$ cat src/rtl/fmab_pkg.sv
// Shared types and constants for the fmab sequencer slice.
package fmab_pkg;

    typedef enum logic [2:0] {
        IDLE  = 3'd0,
        CLEAR = 3'd1,
        RUN   = 3'd2,
        DRAIN = 3'd3,
        DONE  = 3'd4
    } seq_state_t;

    localparam logic [31:0] CMD_NOP = 32'd0;
    localparam logic [31:0] CMD_MAC = 32'd1;
    localparam logic [31:0] CMD_CLR = 32'd2;

    localparam int OPQ_W = 128;

    // Lane 0 is the most significant word (x), lane 3 the least (w).
    function automatic logic [31:0] opq_lane(input logic [OPQ_W-1:0] q, input logic [1:0] idx);
        logic [31:0] lane_s;
        case (idx)
            2'd0:    lane_s = q[127:96];
            2'd1:    lane_s = q[95:64];
            2'd2:    lane_s = q[63:32];
            2'd3:    lane_s = q[31:0];
            default: lane_s = q[31:0];
        endcase
        return lane_s;
    endfunction

endpackage

$ cat src/rtl/fmab_seq_if.sv
// Command, operand and result handshakes between the front-end and the sequencer.
interface fmab_seq_if
    import fmab_pkg::*;
#(
    parameter int LEN_W = 16
);
    logic               cmd_valid;
    logic               cmd_ready;
    logic [LEN_W-1:0]   cmd_len;
    logic               cmd_clear;
    logic               op_valid;
    logic               op_ready;
    logic [OPQ_W-1:0]   op_data;
    logic               res_valid;
    logic               res_ready;
    logic [127:0]       res_acc;
    logic [39:0]        res_exp;

    modport master (
        output cmd_valid, cmd_len, cmd_clear, op_valid, op_data, res_ready,
        input  cmd_ready, op_ready, res_valid, res_acc, res_exp
    );

    modport slave (
        input  cmd_valid, cmd_len, cmd_clear, op_valid, op_data, res_ready,
        output cmd_ready, op_ready, res_valid, res_acc, res_exp
    );
endinterface

$ cat src/rtl/fmab_seq_issue.sv
// Operand register stage: turns accepted clear commands and operand handshakes
// into one-cycle fmab requests; operands hold between requests.
module fmab_seq_issue
    import fmab_pkg::*;
(
    input  logic              clk,
    input  logic              reset,
    input  seq_state_t        state,
    input  logic              cmd_fire,
    input  logic              cmd_clear,
    input  logic              op_fire,
    input  logic [OPQ_W-1:0]  op_data,
    output logic              fma_req,
    output logic [31:0]       fma_command,
    output logic [31:0]       fma_x,
    output logic [31:0]       fma_y,
    output logic [31:0]       fma_z,
    output logic [31:0]       fma_w
);

    logic               req_r;
    logic [31:0]        cmd_r;
    logic [OPQ_W-1:0]   opnd_r;
    logic               req_nxt_s;
    logic [31:0]        cmd_nxt_s;
    logic [OPQ_W-1:0]   opnd_nxt_s;
    logic               issue_clr_s;
    logic               issue_mac_s;

    assign issue_clr_s = (state == IDLE) && cmd_fire && cmd_clear;
    assign issue_mac_s = (state == RUN) && op_fire;

    // Select what the datapath sees in the next cycle
    always_comb begin
        req_nxt_s  = 1'b0;
        cmd_nxt_s  = CMD_NOP;
        opnd_nxt_s = opnd_r;
        if (issue_clr_s) begin
            req_nxt_s  = 1'b1;
            cmd_nxt_s  = CMD_CLR;
            opnd_nxt_s = {OPQ_W{1'b0}};
        end else if (issue_mac_s) begin
            req_nxt_s  = 1'b1;
            cmd_nxt_s  = CMD_MAC;
            opnd_nxt_s = op_data;
        end else begin
            req_nxt_s  = 1'b0;
            cmd_nxt_s  = CMD_NOP;
        end
    end

    // Request/operand register feeding fmab
    always_ff @(posedge clk) begin
        if (reset) begin
            req_r  <= 1'b0;
            cmd_r  <= CMD_NOP;
            opnd_r <= {OPQ_W{1'b0}};
        end else begin
            req_r  <= req_nxt_s;
            cmd_r  <= cmd_nxt_s;
            opnd_r <= opnd_nxt_s;
        end
    end

    assign fma_req     = req_r;
    assign fma_command = cmd_r;
    assign fma_x       = opq_lane(opnd_r, 2'd0);
    assign fma_y       = opq_lane(opnd_r, 2'd1);
    assign fma_z       = opq_lane(opnd_r, 2'd2);
    assign fma_w       = opq_lane(opnd_r, 2'd3);

endmodule

$ cat src/rtl/fmab_seq.sv
// Job sequencer for one fmab instance: optional clear, operand streaming,
// pipeline drain and result hand-off.
module fmab_seq
    import fmab_pkg::*;
#(
    parameter int LEN_W    = 16,
    parameter int PIPE_LAT = 3
)
(
    input  logic              clk,
    input  logic              reset,
    fmab_seq_if.slave         bus,
    output logic              fma_req,
    output logic [31:0]       fma_command,
    output logic [31:0]       fma_x,
    output logic [31:0]       fma_y,
    output logic [31:0]       fma_z,
    output logic [31:0]       fma_w,
    input  logic [127:0]      fma_acc,
    input  logic [39:0]       fma_exp,
    output logic              busy,
    output logic [LEN_W-1:0]  elem_cnt
);

    localparam int DRN_W = $clog2(PIPE_LAT + 1);

    seq_state_t         state_r;
    seq_state_t         state_nxt_s;
    logic [LEN_W-1:0]   len_r;
    logic [LEN_W-1:0]   elem_cnt_r;
    logic [DRN_W-1:0]   drain_cnt_r;
    logic               res_valid_r;
    logic [127:0]       res_acc_r;
    logic [39:0]        res_exp_r;
    logic               cmd_fire_s;
    logic               op_ready_s;
    logic               op_fire_s;
    logic               last_fire_s;
    logic               drain_load_s;
    logic               capture_s;

    assign cmd_fire_s   = (state_r == IDLE) && bus.cmd_valid;
    assign op_ready_s   = (state_r == RUN) && (elem_cnt_r < len_r);
    assign op_fire_s    = op_ready_s && bus.op_valid;
    // Widened by one bit so len = 2^LEN_W-1 compares without wrap
    assign last_fire_s  = op_fire_s &&
                          (({1'b0, elem_cnt_r} + {{LEN_W{1'b0}}, 1'b1}) == {1'b0, len_r});
    assign drain_load_s = (state_nxt_s == DRAIN) && (state_r != DRAIN);
    assign capture_s    = (state_r == DRAIN) && (drain_cnt_r == {DRN_W{1'b0}});

    // State register
    always_ff @(posedge clk) begin
        if (reset) begin
            state_r <= IDLE;
        end else begin
            state_r <= state_nxt_s;
        end
    end

    // Next-state logic
    always_comb begin
        state_nxt_s = state_r;
        case (state_r)
            IDLE: begin
                if (bus.cmd_valid) begin
                    if (bus.cmd_clear) begin
                        state_nxt_s = CLEAR;
                    end else if (bus.cmd_len != {LEN_W{1'b0}}) begin
                        state_nxt_s = RUN;
                    end else begin
                        state_nxt_s = DRAIN;
                    end
                end else begin
                    state_nxt_s = IDLE;
                end
            end
            CLEAR: begin
                if (len_r != {LEN_W{1'b0}}) begin
                    state_nxt_s = RUN;
                end else begin
                    state_nxt_s = DRAIN;
                end
            end
            RUN: begin
                if (last_fire_s) begin
                    state_nxt_s = DRAIN;
                end else begin
                    state_nxt_s = RUN;
                end
            end
            DRAIN: begin
                if (drain_cnt_r == {DRN_W{1'b0}}) begin
                    state_nxt_s = DONE;
                end else begin
                    state_nxt_s = DRAIN;
                end
            end
            DONE: begin
                if (bus.res_ready) begin
                    state_nxt_s = IDLE;
                end else begin
                    state_nxt_s = DONE;
                end
            end
            default: state_nxt_s = IDLE;
        endcase
    end

    // Job length, element count and drain counter
    always_ff @(posedge clk) begin
        if (reset) begin
            len_r       <= {LEN_W{1'b0}};
            elem_cnt_r  <= {LEN_W{1'b0}};
            drain_cnt_r <= {DRN_W{1'b0}};
        end else begin
            if (cmd_fire_s) begin
                len_r      <= bus.cmd_len;
                elem_cnt_r <= {LEN_W{1'b0}};
            end else if (op_fire_s) begin
                elem_cnt_r <= elem_cnt_r + LEN_W'(1);
            end else begin
                elem_cnt_r <= elem_cnt_r;
            end
            if (drain_load_s) begin
                drain_cnt_r <= DRN_W'(PIPE_LAT);
            end else if ((state_r == DRAIN) && (drain_cnt_r != {DRN_W{1'b0}})) begin
                drain_cnt_r <= drain_cnt_r - DRN_W'(1);
            end else begin
                drain_cnt_r <= drain_cnt_r;
            end
        end
    end

    // Result capture and hand-off
    always_ff @(posedge clk) begin
        if (reset) begin
            res_valid_r <= 1'b0;
            res_acc_r   <= 128'd0;
            res_exp_r   <= 40'd0;
        end else if (capture_s) begin
            res_valid_r <= 1'b1;
            res_acc_r   <= fma_acc;
            res_exp_r   <= fma_exp;
        end else if ((state_r == DONE) && bus.res_ready) begin
            res_valid_r <= 1'b0;
        end else begin
            res_valid_r <= res_valid_r;
        end
    end

    fmab_seq_issue u_issue (
        .clk         (clk),
        .reset       (reset),
        .state       (state_r),
        .cmd_fire    (cmd_fire_s),
        .cmd_clear   (bus.cmd_clear),
        .op_fire     (op_fire_s),
        .op_data     (bus.op_data),
        .fma_req     (fma_req),
        .fma_command (fma_command),
        .fma_x       (fma_x),
        .fma_y       (fma_y),
        .fma_z       (fma_z),
        .fma_w       (fma_w)
    );

    assign bus.cmd_ready = (state_r == IDLE);
    assign bus.op_ready  = op_ready_s;
    assign bus.res_valid = res_valid_r;
    assign bus.res_acc   = res_acc_r;
    assign bus.res_exp   = res_exp_r;
    assign busy          = (state_r != IDLE);
    assign elem_cnt      = elem_cnt_r;

endmodule

$ cat src/flat_wrapper.sv
// flat-port wrapper written by rule: the top's interface ports become plain ports
module fmab_seq_flat import fmab_pkg::*;
#(
    parameter int LEN_W    = 16,
    parameter int PIPE_LAT = 3
)
  (clk, reset, fma_req, fma_command, fma_x, fma_y, fma_z, fma_w, fma_acc, fma_exp, busy, elem_cnt, bus_cmd_valid, bus_cmd_len, bus_cmd_clear, bus_op_valid, bus_op_data, bus_res_ready, bus_cmd_ready, bus_op_ready, bus_res_valid, bus_res_acc, bus_res_exp);
  fmab_seq_if #(.LEN_W(LEN_W)) bus_i ();
  input  logic clk;
  input  logic reset;
  output logic fma_req;
  output logic [31:0] fma_command;
  output logic [31:0] fma_x;
  output logic [31:0] fma_y;
  output logic [31:0] fma_z;
  output logic [31:0] fma_w;
  input  logic [127:0] fma_acc;
  input  logic [39:0] fma_exp;
  output logic busy;
  output logic [LEN_W-1:0] elem_cnt;
  input wire logic [$bits(bus_i.cmd_valid)-1:0] bus_cmd_valid;
  input wire logic [$bits(bus_i.cmd_len)-1:0] bus_cmd_len;
  input wire logic [$bits(bus_i.cmd_clear)-1:0] bus_cmd_clear;
  input wire logic [$bits(bus_i.op_valid)-1:0] bus_op_valid;
  input wire logic [$bits(bus_i.op_data)-1:0] bus_op_data;
  input wire logic [$bits(bus_i.res_ready)-1:0] bus_res_ready;
  output wire logic [$bits(bus_i.cmd_ready)-1:0] bus_cmd_ready;
  output wire logic [$bits(bus_i.op_ready)-1:0] bus_op_ready;
  output wire logic [$bits(bus_i.res_valid)-1:0] bus_res_valid;
  output wire logic [$bits(bus_i.res_acc)-1:0] bus_res_acc;
  output wire logic [$bits(bus_i.res_exp)-1:0] bus_res_exp;
  assign bus_i.cmd_valid = bus_cmd_valid;
  assign bus_i.cmd_len = bus_cmd_len;
  assign bus_i.cmd_clear = bus_cmd_clear;
  assign bus_i.op_valid = bus_op_valid;
  assign bus_i.op_data = bus_op_data;
  assign bus_i.res_ready = bus_res_ready;
  assign bus_cmd_ready = bus_i.cmd_ready;
  assign bus_op_ready = bus_i.op_ready;
  assign bus_res_valid = bus_i.res_valid;
  assign bus_res_acc = bus_i.res_acc;
  assign bus_res_exp = bus_i.res_exp;
  fmab_seq #(.LEN_W(LEN_W), .PIPE_LAT(PIPE_LAT)) u_core (.clk(clk), .reset(reset), .bus(bus_i), .fma_req(fma_req), .fma_command(fma_command), .fma_x(fma_x), .fma_y(fma_y), .fma_z(fma_z), .fma_w(fma_w), .fma_acc(fma_acc), .fma_exp(fma_exp), .busy(busy), .elem_cnt(elem_cnt));
endmodule
$ cat config.mk
export PLATFORM = sky130hd
export DESIGN_NAME = fmab_seq_flat
export DESIGN_NICKNAME = d
export VERILOG_FILES = /design/src/rtl/fmab_pkg.sv /design/src/rtl/fmab_seq_if.sv /design/src/rtl/fmab_seq_issue.sv /design/src/rtl/fmab_seq.sv /design/src/flat_wrapper.sv
export SDC_FILE = /design/constraint.sdc
export NUM_CORES = 1
export LEC_CHECK = 0
export ABC_AREA = 1
export ABC_CLOCK_PERIOD_IN_PS = 1980
export CELL_PAD_IN_SITES_DETAIL_PLACEMENT = 0
export CELL_PAD_IN_SITES_GLOBAL_PLACEMENT = 1
export CORE_AREA = 2 2 263 265
export CTS_CLUSTER_DIAMETER = 150
export DETAILED_ROUTE_END_ITERATION = 7
export DIE_AREA = 0 0 265 267
export GPL_ROUTABILITY_DRIVEN = 0
export PLACE_DENSITY = 0.69
export RECOVER_POWER = 25
export SLEW_MARGIN = 15
export SYNTH_ARGS = -nofsm -noshare
export SYNTH_HDL_FRONTEND = slang
export SYNTH_SLANG_ARGS = --single-unit
$ cat constraint.sdc
create_clock -name clk -period 1.98 [get_ports clk]
set_input_delay 0.396 -clock clk [delete_from_list [all_inputs] [get_ports clk]]
set_output_delay 0.396 -clock clk [all_outputs]
set_load 0.02 [all_outputs]
# Word-level counts from Yosys, hierarchy flattened
# Cells that the tools add are included.
[totals]
ff_bits = 367
input_bits = 318
output_inout_bits = 349
wordCells = 59
[op_classes]
n_addsub = 3
order_cmp = 1
n_eq_ne = 7
mux = 16
n_reduce_logical = 21
[op_table]
columns = ["operator", "count"]
rows = [
  ["$reduce_bool 16->1", 2],
  ["$add 16x1->17 const B", 1],
  ["$eq 17x16->1", 1],
  ["$add 16x1->16 const B", 1],
  ["$lt 16x16->1", 1],
  ["$pmux 3 s5", 1],
  ["$mux 3", 4],
  ["$logic_and 1x1->1", 11],
  ["$eq 3x2->1 const B", 3],
  ["$mux 1", 8],
  ["$mux 2", 3],
  ["$reduce_bool 2->1", 3],
  ["$reduce_or 2->1", 2],
  ["$eq 3x1->1 const B", 1],
  ["$eq 3x3->1 const B", 1],
  ["$logic_not 3->1", 1],
  ["$ne 3x2->1 const B", 1],
  ["$reduce_bool 3->1", 1],
  ["$logic_not 2->1", 1],
  ["$sub 2x1->2 const B", 1],
]

# Depth between registers and ports, before layout
# Gate-level depths: netlist of the first run.
[depth]
word_depth = 9
ltp_mapped = 16
depth_no_buf = 16

# Cells and area by module
# Synthesis of the first run repeated with hierarchy kept, for this count alone.
[hier_totals]
cells_unflattened = 1751
hier_area_um2 = 13541.7
[modules_own_cells]
columns = ["mod", "instances", "cells_per_inst", "area_each_um2", "seq_area_each_um2"]
rows = [
  ["fmab_seq", 1, 1136, 8509.4, 4124.0],
  ["fmab_seq_issue", 1, 615, 5032.3, 2622.5],
]

# Worst setup path before layout of the first run
# OpenSTA, ideal clock, no wires.
[synth_path]
path_kind = "reg-to-reg"
startpoint = "register u_core.elem_cnt_r[7] (netlist: u_core.elem_cnt[7])"
endpoint = "register u_core.elem_cnt_r[10] (netlist: u_core.elem_cnt[10])"
setup_time_ns = 0.128
t_arrival_ns = 1.920
required_time_ns = 1.852
slack_ns = -0.068
stages_incl_launch_ff = 14
path_buffers = 2
period_less_slack_ns = 2.048
cell_sequence = "dfxtp_1 -> ha_1 -> nand2_1 -> inv_1 -> nor3_1 -> nand2_1 -> nand2_1 -> nand3_1 -> nor2_1 -> inv_1 -> buf_4 -> buf_2 -> o21ai_0 -> a21oi_1"
[synth_via]
elab_chain_cells = 3
elab_cells_between_ends = 4
classes_between = "add/sub (1); order compare (1); reduce/logical (2)"
[synth_lines]
columns = ["element", "line_no", "rtl"]
rows = [
  ["start, declared", "fmab_seq.sv:30", "logic [LEN_W-1:0] elem_cnt_r;"],
  ["start signal, assigned", "fmab_seq.sv:113", "elem_cnt_r <= {LEN_W{1'b0}};"],
  ["start signal, assigned", "fmab_seq.sv:118", "elem_cnt_r <= {LEN_W{1'b0}};"],
  ["start signal, assigned", "fmab_seq.sv:120", "elem_cnt_r <= elem_cnt_r + LEN_W'(1);"],
  ["$lt 16x16->1", "fmab_seq.sv:43", "assign op_ready_s = (state_r == RUN) && (elem_cnt_r < len_r);"],
  ["$logic_and 1x1->1", "fmab_seq.sv:43", ""],
  ["$logic_and 1x1->1", "fmab_seq.sv:44", "assign op_fire_s = op_ready_s && bus.op_valid;"],
]
# Parallel ways exist; a longest one is shown, timed or not.
# A chain may end at the register's enable or synchronous reset.

# Worst setup path after layout of the first run
[layout_path]
startpoint = "register u_core.len_r[13]"
endpoint = "output port bus_op_ready"
[layout_via]
elab_chain_cells = 2
[layout_lines]
columns = ["element", "line_no", "rtl"]
rows = [
  ["start, declared", "fmab_seq.sv:29", "logic [LEN_W-1:0] len_r;"],
  ["start signal, assigned", "fmab_seq.sv:112", "len_r <= {LEN_W{1'b0}};"],
  ["start signal, assigned", "fmab_seq.sv:117", "len_r <= bus.cmd_len;"],
  ["$lt 16x16->1", "fmab_seq.sv:43", ""],
  ["$logic_and 1x1->1", "fmab_seq.sv:43", ""],
  ["end, declared", "flat_wrapper.sv:28", "output wire logic [$bits(bus_i.op_ready)-1:0] bus_op_ready;"],
]
# No other way between the ends.

==> results of run 1 <==
==> flip-flops by register name, indices dropped and copies added (netlist names) <==
| signal | count |
|---|---|
| u_core.u_issue.fma_req | 1 |
| u_core.state_r | 3 |
| u_core.u_issue.fma_command | 2 |
| u_core.bus.res_acc | 128 |
| u_core.elem_cnt | 16 |
| u_core.bus.res_valid | 1 |
| u_core.bus.res_exp | 40 |
| u_core.drain_cnt_r | 2 |
| u_core.len_r | 16 |
| u_core.u_issue.opnd_r | 128 |
==> final timing paths <==
kind,from,end,slack [ns],cells after the start
setup / recovery,u_core.len_r[13]$_SDFFE_PP0P_,bus_op_ready,-0.40,8
hold / removal,reset,u_core.state_r[2]$_SDFF_PP0_,0.23,4
setup reg to reg,u_core.len_r[13]$_SDFFE_PP0P_,u_core.u_issue.opnd_r[92]$_SDFFE_PP0P_,-0.38,14
hold reg to reg,u_core.bus.res_exp[28]$_SDFFE_PP0P_,u_core.bus.res_exp[28]$_SDFFE_PP0P_,0.46,2
==> layer usage <==
metal  share of wire [%]  up-vias
li1                    -     7159
met1                  40     6986
met2                  48      588
met3                 9.5      108
met4                 3.4        4
met5               0.032        -
==> synth_stat cells, types with 2 or more instances <==
cell	count	area share [%]
a21oi_1	335	13
a21oi_2	2	0.13
a31oi_1	4	0.19
buf_1	4	0.11
buf_2	43	1.6
buf_4	35	2.0
buf_6	5	0.42
clkbuf_1	71	2.0
dfxtp_1	337	51
ha_1	19	1.8
inv_1	51	1.4
nand2_1	516	15
nand2_2	5	0.24
nand3_1	204	7.7
nand4_1	9	0.42
nor2_1	35	0.99
nor2_2	3	0.14
nor2_4	4	0.34
nor3_1	5	0.19
nor4_1	5	0.24
o21ai_0	34	1.3
o21ai_1	2	0.075
xor2_1	4	0.26
==> stage by stage <==
stage	cell area [um^2]	total power [uW]
floorplan	13400	8380
global placement	21300	9930
detailed placement	21300	9950
CTS	24800	18400
global route	24500	18800
finish	24500	18100
==> critical path, stage by stage (launching register included) <==
cell     delay [ns]
dfxtp_1        0.33
inv_1          0.06
ha_1           0.33
a21oi_2        0.16
o21ai_1        0.10
a21oi_2        0.16
nand3_4        0.11
inv_2          0.07
buf_6          0.11
==> repair_timing <==
action,CTS,global route
setup buffers,30,1
setup endpoints to repair,221,263
gates cloned,22,3
pin swaps,68,10
resized for setup,533,148
endpoints found under the hold margin,0,0
==> cell usage in the layout, fill, tap and decap left out, types with 4 or more instances in the layout <==
| master | count |
|---|---|
| clkdlybuf4s50_1 | 451 |
| nand2_1 | 356 |
| dfxtp_1 | 322 |
| a21oi_1 | 225 |
| nand3_1 | 200 |
| a21oi_2 | 112 |
| nand2_2 | 110 |
| clkbuf_1 | 92 |
| buf_4 | 79 |
| dlygate4sd2_1 | 68 |
| nand2_4 | 55 |
| inv_1 | 47 |
| clkbuf_16 | 46 |
| dlymetal6s2s_1 | 34 |
| nor2_1 | 32 |
| conb_1 | 30 |
| buf_12 | 26 |
| buf_16 | 23 |
| o21ai_0 | 17 |
| buf_6 | 17 |
| buf_8 | 16 |
| o21ai_2 | 15 |
| dfxtp_2 | 15 |
| ha_1 | 12 |
| nand4_1 | 9 |
| ha_4 | 7 |
| nor2_4 | 6 |
| o21ai_1 | 5 |
| nor4_1 | 5 |
| clkinv_4 | 5 |
| nor2_2 | 4 |
| xor2_1 | 4 |
| a31oi_1 | 4 |
| clkinvlp_4 | 4 |
==> cell type report <==
class,instances,area (um^2)
Fill cell,6903,43500
Timing Repair Buffer,807,8150
Multi-Input combinational cell,1222,6920
Sequential cell,337,6770
Clock buffer,55,1150
Tap cell,882,1100
Inverter,52,213
Clock inverter,16,188
Antenna cell,1,2.50
==> kinds of logic after synthesis <==
| kind of cell | share of synthesized area, % |
|---|---|
| other | 0.0282 |
| AND/OR/NAND/NOR | 24.9 |
| flip-flops | 50.8 |
| AO/OA/AOI/OAI | 14.5 |
| adder cells (fa/ha/maj) | 1.79 |
| XOR/XNOR | 0.330 |
| buffers and inverters | 7.61 |
==> where the power goes <==
part	switching, uW	internal [uW]	total (uW)
logic	1730	1660	3390
clock network	3110	4490	7600
registers	132	6980	7110
total	4980	13100	18100
==> results.py, run 1 <==
metrics = {
    "cts": {
        "htreeDepth": 2,
        "cts_tree": "done",
        "cts_buffer_depth": 3,
        "clk-insertion-delay-late_ns": 0.57,
        "clkTransAtPathRegs_ns": 0.06,
        "cts_root_buf": "clkbuf_16",
        "cts.sinks": 337,
        "ctsHoldBuffers": 0,
        "cts_made_buffers": 41,
    },
    "timing": {
        "finalClockSkew_ns": 0.0267,
        "maxSlewViolCount": 0,
        "maxClockFrequency_mhz": 421,
        "fin_crit_sh_pct": 120,
        "fin_tns_setup_ns": -53.69,
        "hold_ws_ns": 0.227,
        "setup_slack_ns": -0.398,
        "finalHoldViolCount": 0,
        "maxSlewHeadroom_pct": 62.8,
        "worstMarginPinSlew_ns": 0.558,
        "rsz0062_at_grt": "yes",
        "fin_crit_ns": 2.38,
        "setup_viol": 224,
    },
    "global_routing": {
        "grt_max_degree": 93,
        "antenna_found_initial": 3,
        "grt_util_met1_pct": 18.8,
        "grt_pass1_wl_mm": 90.1,
        "met2_usage_pct": 27.9,
        "grt_overflow_total": 0,
        "grt_use_met3_pct": 6.04,
        "grt_pass1_vias": 15018,
        "grtUsageTotal_pct": 16.4,
        "top_usage_layer": "met2",
    },
    "logic_synthesis": {
        "synth_ff_type": "dfxtp_1",
        "seq_area_frac_synth_pct": 50.8,
        "synth_cell_types": 31,
        "synth_edf_count": 0,
        "synth.cell_area_mm2": 0.0133,
        "syn_area_per_cell_um2": 7.63,
        "syn_inst": 1740,
        "ys_ff_latch": 337,
        "synthArstFlopShare_pct": 0,
        "ys_warn_count": 0,
    },
    "outcome": {
        "status": "complete, but fails checks",
        "violations": "setup timing",
    },
    "worst_setup_path": {
        "critPathKind": "register to primary output",
        "critPathMaxFanout": 2,
        "crit_arrival_ns": 1.98,
        "crit_required_ns": 1.58,
        "crit_path_end_kind": "primary output",
        "worstSetupStartpointType": "register",
    },
    "final_layout": {
        "final-instance-count-excl-fill": 3372,
        "final_nets": 2798,
        "drive_gt1_share_pct": 22.8,
        "area_growth_pct": 84.5,
        "post-route-util_pct": 36.0,
    },
    "route": {
        "ant_nets": 0,
        "viasPerCell": 4.40,
        "drc": 0,
        "wl_per_cell_um": 18.4,
        "vias": 14845,
        "firstDrtPassIters": 5,
        "wl_mm": 62.0,
        "first_iter_violations": 725,
    },
    "power_and_ir_drop": {
        "p_leak_uw": 0.00942,
        "ir_drop_mv": 0.477,
        "p_per_area_mw_per_mm2": 739,
    },
    "place": {
        "hpwl_mm": 42.9,
        "io_buffers": 636,
        "place_ws_ns": -0.491,
        "placed_cells": 3250,
    },
    "floorplan": {
        "io_pins": 667,
        "fp.dieArea_mm2": 0.0708,
        "die-height_um": 267,
        "fp.dieW_um": 265,
        "core.rowCount": 96,
        "initial_core_util_pct": 19.5,
        "core_mm2": 0.0680,
    },
    "worst_hold_path": {
        "hold_path.class": "input port to register",
    },
    "run": {
        "drv_cap": 0,
    },
}
No activity file was read; power rests on OpenSTA's default activity.
==> run 2, diff against run 1 <==
--- a/config.mk
+++ b/config.mk
@@ -16,7 +16,8 @@
 export GPL_ROUTABILITY_DRIVEN = 0
 export PLACE_DENSITY = 0.69
 export RECOVER_POWER = 25
-export SLEW_MARGIN = 15
+export REMOVE_ABC_BUFFERS = 1
+export SLEW_MARGIN = 30
 export SYNTH_ARGS = -nofsm -noshare
 export SYNTH_HDL_FRONTEND = slang
 export SYNTH_SLANG_ARGS = --single-unit
==> results.py, run 2 (synthesis gave the netlist of run 1 again) <==
metrics = {
    "route": {
        "firstDrtPassIters": 5,
        "first_iter_violations": 904,
        "wl_mm": 63.7,
        "viasPerCell": 4.36,
        "vias": 14697,
        "drc": 0,
        "wl_per_cell_um": 18.9,
        "ant_nets": 0,
    },
    "place": {
        "hpwl_mm": 42.7,
        "io_buffers": 636,
        "placed_area_mm2": 0.0211,
        "placed_cells": 3236,
    },
    "timing": {
        "fin_crit_sh_pct": 122,
        "setup_viol": 151,
        "fin_crit_ns": 2.41,
        "worstMarginPinSlew_ns": 0.536,
        "rsz0062_at_grt": "yes",
        "maxClockFrequency_mhz": 415,
        "finalHoldViolCount": 0,
        "setup_slack_ns": -0.431,
        "finalClockSkew_ns": 0.0169,
        "maxSlewHeadroom_pct": 63.9,
        "maxSlewViolCount": 0,
        "hold_ws_ns": 0.347,
    },
    "cts": {
        "clk-insertion-delay-late_ns": 0.56,
        "cts_tree": "done",
        "ctsHoldBuffers": 0,
        "cts_root_buf": "clkbuf_16",
        "clkTransAtPathRegs_ns": 0.06,
        "htreeDepth": 2,
        "cts.sinks": 337,
        "cts_made_buffers": 42,
        "cts_buffer_depth": 3,
    },
    "power_and_ir_drop": {
        "p_leak_uw": 0.00876,
        "p_per_area_mw_per_mm2": 777,
        "ir_drop_mv": 0.584,
    },
    "worst_setup_path": {
        "crit_path_end_kind": "register",
        "critPathKind": "register to register",
        "worstPathCellList": "inv_2 > ha_4 > a21oi_2 > nor2_1 > nor3_2 > nand2_1 > nand2_1 > nand3_2 > buf_6 > nor2_4 > buf_12 > buf_12 > inv_16 > clkbuf_16 > nand2_1 > a21oi_1",
        "crit_top_cell": "nand2_1",
        "critPathMaxFanout": 14,
        "crit_arrival_ns": 2.85,
        "worstSetupStartpointType": "register",
        "crit_required_ns": 2.42,
        "crit_path_max_incr_delay_ns": 0.34,
        "slowest_stage": "dfxtp_2",
        "crit_family": "buffers and inverters",
        "path_buf_inv": 6,
    },
    "global_routing": {
        "grt_pass1_wl_mm": 89.4,
        "antenna_found_initial": 2,
        "grtUsageTotal_pct": 16.3,
        "grt_pass1_vias": 14383,
        "met2_usage_pct": 27.2,
        "top_usage_layer": "met2",
        "grt_util_met1_pct": 20.0,
        "grt_use_met3_pct": 4.34,
        "grt_overflow_total": 0,
        "grt_max_degree": 99,
    },
    "final_layout": {
        "layout_common_cells": "clkdlybuf4s50_1 (522), nand2_1 (428), dfxtp_1 (332), a21oi_1 (271), nand3_1 (201)",
        "final_nets": 2793,
        "final-instance-count-excl-fill": 3370,
        "area_growth_pct": 82.6,
        "final_common_cell": "clkdlybuf4s50_1",
        "design_area_mm2": 0.0242,
        "post-route-util_pct": 35.7,
        "drive_gt1_share_pct": 17.7,
    },
    "floorplan": {
        "core_mm2": 0.0680,
        "die-height_um": 267,
        "fp.dieW_um": 265,
        "fp.dieArea_mm2": 0.0708,
        "io_pins": 667,
        "initial_core_util_pct": 19.5,
        "core.rowCount": 96,
    },
    "run": {
        "drv_cap": 0,
    },
    "outcome": {
        "violations": "setup timing",
        "status": "complete, but fails checks",
    },
    "worst_hold_path": {
        "hold_path.class": "input port to register",
    },
}
-- run 2: cell count changes in the layout (fill, tap and decap cells not counted), sizes merged --
cell and delta:
clkinvlp -5, clkdlybuf4s15 -2, inv +1, buf -18, clkinv -1, clkbuf +8, clkdlybuf4s50 +71, bufinv +4
dlygate4sd2 -27, diode +1, dlymetal6s2s -34
-- run 2: worst paths after layout --
path                                          start                                      to  slack (ns)  cells past startpoint
min reg2reg  u_core.u_issue.opnd_r[33]$_SDFFE_PP0P_  u_core.u_issue.opnd_r[33]$_SDFFE_PP0P_        0.46                      2
min                                           reset     u_core.bus.res_acc[83]$_SDFFE_PP0P_        0.35                      3
max reg2reg            u_core.len_r[5]$_SDFFE_PP0P_  u_core.u_issue.opnd_r[83]$_SDFFE_PP0P_       -0.43                     16
max                    u_core.len_r[5]$_SDFFE_PP0P_  u_core.u_issue.opnd_r[83]$_SDFFE_PP0P_       -0.43                     16
-- run 2: metal layers --
layer | part of all wire (%) | vias to the layer above | wire length [um]
li1 | - | 7158 | -
met1 | 42 | 6925 | 26500
met5 | 0.016 | - | 10
met3 | 6.7 | 120 | 4240
met2 | 48 | 492 | 30700
met4 | 3.6 | 2 | 2290
-- run 2: final cells by class --
cell class,instances,area [um^2]
Tap cell,882,1100
Clock inverter,13,267
Sequential cell,337,6750
Clock buffer,61,1230
Timing Repair Buffer,799,8170
Timing Repair inverter,2,40.0
Fill cell,6958,43700
Multi-Input combinational cell,1222,6450
Antenna cell,2,5.00
Inverter,52,221
-- run 2: repair_timing --
item / CTS / global route
gates resized for setup: 110 / 312
endpoints found under the setup margin: 235 / 220
pin swaps: 7 / 41
cloned: 19 / 22
buffers inserted: 11 / 12
-- run 2: worst min-delay path, stage by stage --
cell and delay (ns):
buf_6 0.12, buf_4 0.22, a21oi_1 0.13
-- run 2: where the power goes --
| group | switching, uW | internal [uW] | leakage, uW |
|---|---|---|---|
| Combinational | 1700 | 1640 | 0.00530 |
| Clock | 3160 | 5230 | 0.000734 |
| Sequential | 120 | 6980 | 0.00273 |
-- run 2: metrics by stage --
step / setup WS [ns] / power [uW] / setup TNS [ns]
after floorplan: -8.45 / 8220 / -2145.84
after global placement: -0.506 / 9870 / -60.98
after detailed placement: -0.435 / 9880 / -52.40
after CTS: -0.468 / 18700 / -53.28
after global routing: -0.568 / 19600 / -82.67
final: -0.431 / 18800 / -54.27
==> run 3, diff against run 2 <==
--- a/config.mk
+++ b/config.mk
@@ -9,12 +9,13 @@
 export ABC_CLOCK_PERIOD_IN_PS = 1980
 export CELL_PAD_IN_SITES_DETAIL_PLACEMENT = 0
 export CELL_PAD_IN_SITES_GLOBAL_PLACEMENT = 1
-export CORE_AREA = 2 2 263 265
+export CORE_AREA = 2 2 258 260
+export CTS_BUF_LIST = sky130_fd_sc_hd__clkbuf_8
 export CTS_CLUSTER_DIAMETER = 150
 export DETAILED_ROUTE_END_ITERATION = 7
-export DIE_AREA = 0 0 265 267
+export DIE_AREA = 0 0 260 262
 export GPL_ROUTABILITY_DRIVEN = 0
-export PLACE_DENSITY = 0.69
+export PLACE_DENSITY = 0.71
 export RECOVER_POWER = 25
 export REMOVE_ABC_BUFFERS = 1
 export SLEW_MARGIN = 30
==> results.py, run 3 (synthesis gave the netlist of run 1 again) <==
metrics = {
    "outcome": {
        "status": "complete, but fails checks",
        "violations": "setup timing",
    },
    "place": {
        "io_buffers": 636,
        "hpwl_mm": 43.0,
        "place_ws_ns": -0.405,
        "placed_cells": 3221,
    },
    "final_layout": {
        "drive_gt1_share_pct": 26.4,
        "final-instance-count-excl-fill": 3396,
        "post-route-util_pct": 39.0,
        "final_nets": 2822,
        "final_common_cell": "dfxtp_1",
        "area_growth_pct": 91.7,
        "layout_common_cells": "dfxtp_1 (327), clkdlybuf4s50_1 (317), nand2_1 (316), nand3_1 (200), a21oi_1 (199)",
    },
    "cts": {
        "clk-insertion-delay-late_ns": 0.62,
        "cts_tree": "done",
        "htreeDepth": 3,
        "cts_buffer_depth": 3,
        "clkTransAtPathRegs_ns": 0.06,
        "cts_root_buf": "clkbuf_8",
        "cts_made_buffers": 66,
        "ctsHoldBuffers": 0,
        "cts.sinks": 337,
    },
    "worst_setup_path": {
        "critPathLaunch": "u_core.elem_cnt[5]$_SDFFE_PP0N_",
        "critPathMaxFanout": 7,
        "reg2reg_depth": 16,
        "crit_path_end_kind": "register",
        "r2r_end": "u_core.u_issue.opnd_r[123]$_SDFFE_PP0P_",
        "rr_startpoint": "u_core.elem_cnt[5]$_SDFFE_PP0N_",
        "worstSetupStartpointType": "register",
        "critPathKind": "register to register",
        "crit_arrival_ns": 3.00,
        "rrSetupSlack_ns": -0.50,
        "crit_required_ns": 2.50,
    },
    "floorplan": {
        "die-height_um": 262,
        "fp.dieArea_mm2": 0.0681,
        "core_mm2": 0.0653,
        "initial_core_util_pct": 20.3,
        "fp.dieW_um": 260,
        "core.rowCount": 94,
        "io_pins": 667,
    },
    "timing": {
        "fin_tns_setup_ns": -88.27,
        "rsz0062_at_grt": "yes",
        "fin_crit_ns": 2.48,
        "setup_slack_ns": -0.498,
        "maxSlewHeadroom_pct": 46.7,
        "worstMarginPinSlew_ns": 0.799,
        "fin_crit_sh_pct": 125,
        "setup_viol": 314,
        "finalClockSkew_ns": 0.0382,
        "finalHoldViolCount": 0,
        "maxClockFrequency_mhz": 404,
        "maxSlewViolCount": 0,
    },
    "global_routing": {
        "grt_pass1_vias": 14800,
        "grt_pass1_wl_mm": 89.2,
        "antenna_found_initial": 5,
        "grt_max_degree": 144,
        "grtUsageTotal_pct": 16.9,
        "grt_overflow_total": 0,
    },
    "route": {
        "drc": 0,
        "ant_nets": 0,
        "viasPerCell": 4.43,
        "first_iter_violations": 784,
        "firstDrtPassIters": 5,
        "wl_mm": 64.5,
        "vias": 15054,
        "wl_per_cell_um": 19.0,
    },
    "power_and_ir_drop": {
        "p_per_area_mw_per_mm2": 706,
        "p_leak_uw": 0.0126,
        "ir_drop_mv": 0.421,
    },
    "run": {
        "drv_cap": 0,
    },
    "worst_hold_path": {
        "min_from": "reset",
        "hold_end": "u_core.len_r[3]$_SDFFE_PP0P_",
        "hold-path-cell-count": 4,
        "hold_path.class": "input port to register",
    },
}
## run 3: changes by cell type in the layout (fill, tap and decap cells not counted), moves of 27 or more
cell / previous run / this run
dlymetal6s2s_1: 0 / 183
nand2_4: 30 / 115
clkbuf_8: 9 / 81
nand2_1: 428 / 316
clkbuf_16: 61 / 12
a21oi_1: 271 / 199
clkdlybuf4s50_1: 522 / 317
nand2_2: 63 / 90
a21oi_2: 66 / 138
## run 3: per-layer routing
layer	GRT usage [%]	up-vias	wire (um)
li1	-	7224	-
met1	20.9	7172	26200
met2	28.2	531	32000
met3	4.21	123	4380
met4	6.58	4	2000
met5	0	-	20
## run 3: area by class of cell
type | count | area, um^2
repair buffers | 803 | 8540
inverters | 52 | 223
clock buffers | 81 | 1110
flip-flops and latches | 337 | 6760
diodes | 3 | 7.51
repair inverters | 3 | 71.3
clock inverters | 31 | 229
multi-input cells | 1222 | 7430
well taps | 864 | 1080
fillers | 6536 | 39800
## run 3: critical path, stage by stage, from the launching register on
cell	delay, ns
dfxtp_2	0.35
ha_4	0.24
a21oi_2	0.12
nor2_1	0.05
nor3_1	0.18
nand2_1	0.08
nand2_1	0.08
nand3_2	0.12
buf_6	0.15
nor2_4	0.19
buf_12	0.18
buf_12	0.13
clkinv_16	0.09
buf_6	0.13
clkbuf_16	0.16
nand2_4	0.06
a21oi_2	0.04
## run 3: worst max path at each step
stage	endpoint	slack, ns	depth (start not counted)
final	u_core.u_issue.opnd_r[123]$_SDFFE_PP0P_	-0.50	16
after CTS	bus_op_ready	-0.51	10
after global placement	bus_op_ready	-0.42	8
after global routing	bus_op_ready	-0.61	10
after floorplan	u_core.elem_cnt[0]$_SDFFE_PP0N_	-8.45	11
after detailed placement	bus_op_ready	-0.40	8
## run 3: metrics by stage
stage	cell area (um^2)	hold WS, ns	total power [uW]
2_1_floorplan	12600	0.456	8220
3_3_place_gp	21100	0.447	9860
3_5_place_dp	21100	0.450	9880
4_1_cts	23500	0.146	17700
5_1_grt	25500	0.201	18800
6_report	25500	0.226	18000
## run 3: power breakdown
group          leakage, uW  switching, uW  internal [uW]
combinational      0.00914           1820           1720
sequential         0.00273            136           6980
clock             0.000745           3230           4080
total               0.0126           5190          12800
## run 3: repair_timing
item	CTS	global route
resized for setup	173	777
pin swaps	18	94
setup endpoints to repair	468	416
setup buffers	16	19
cloned	23	14
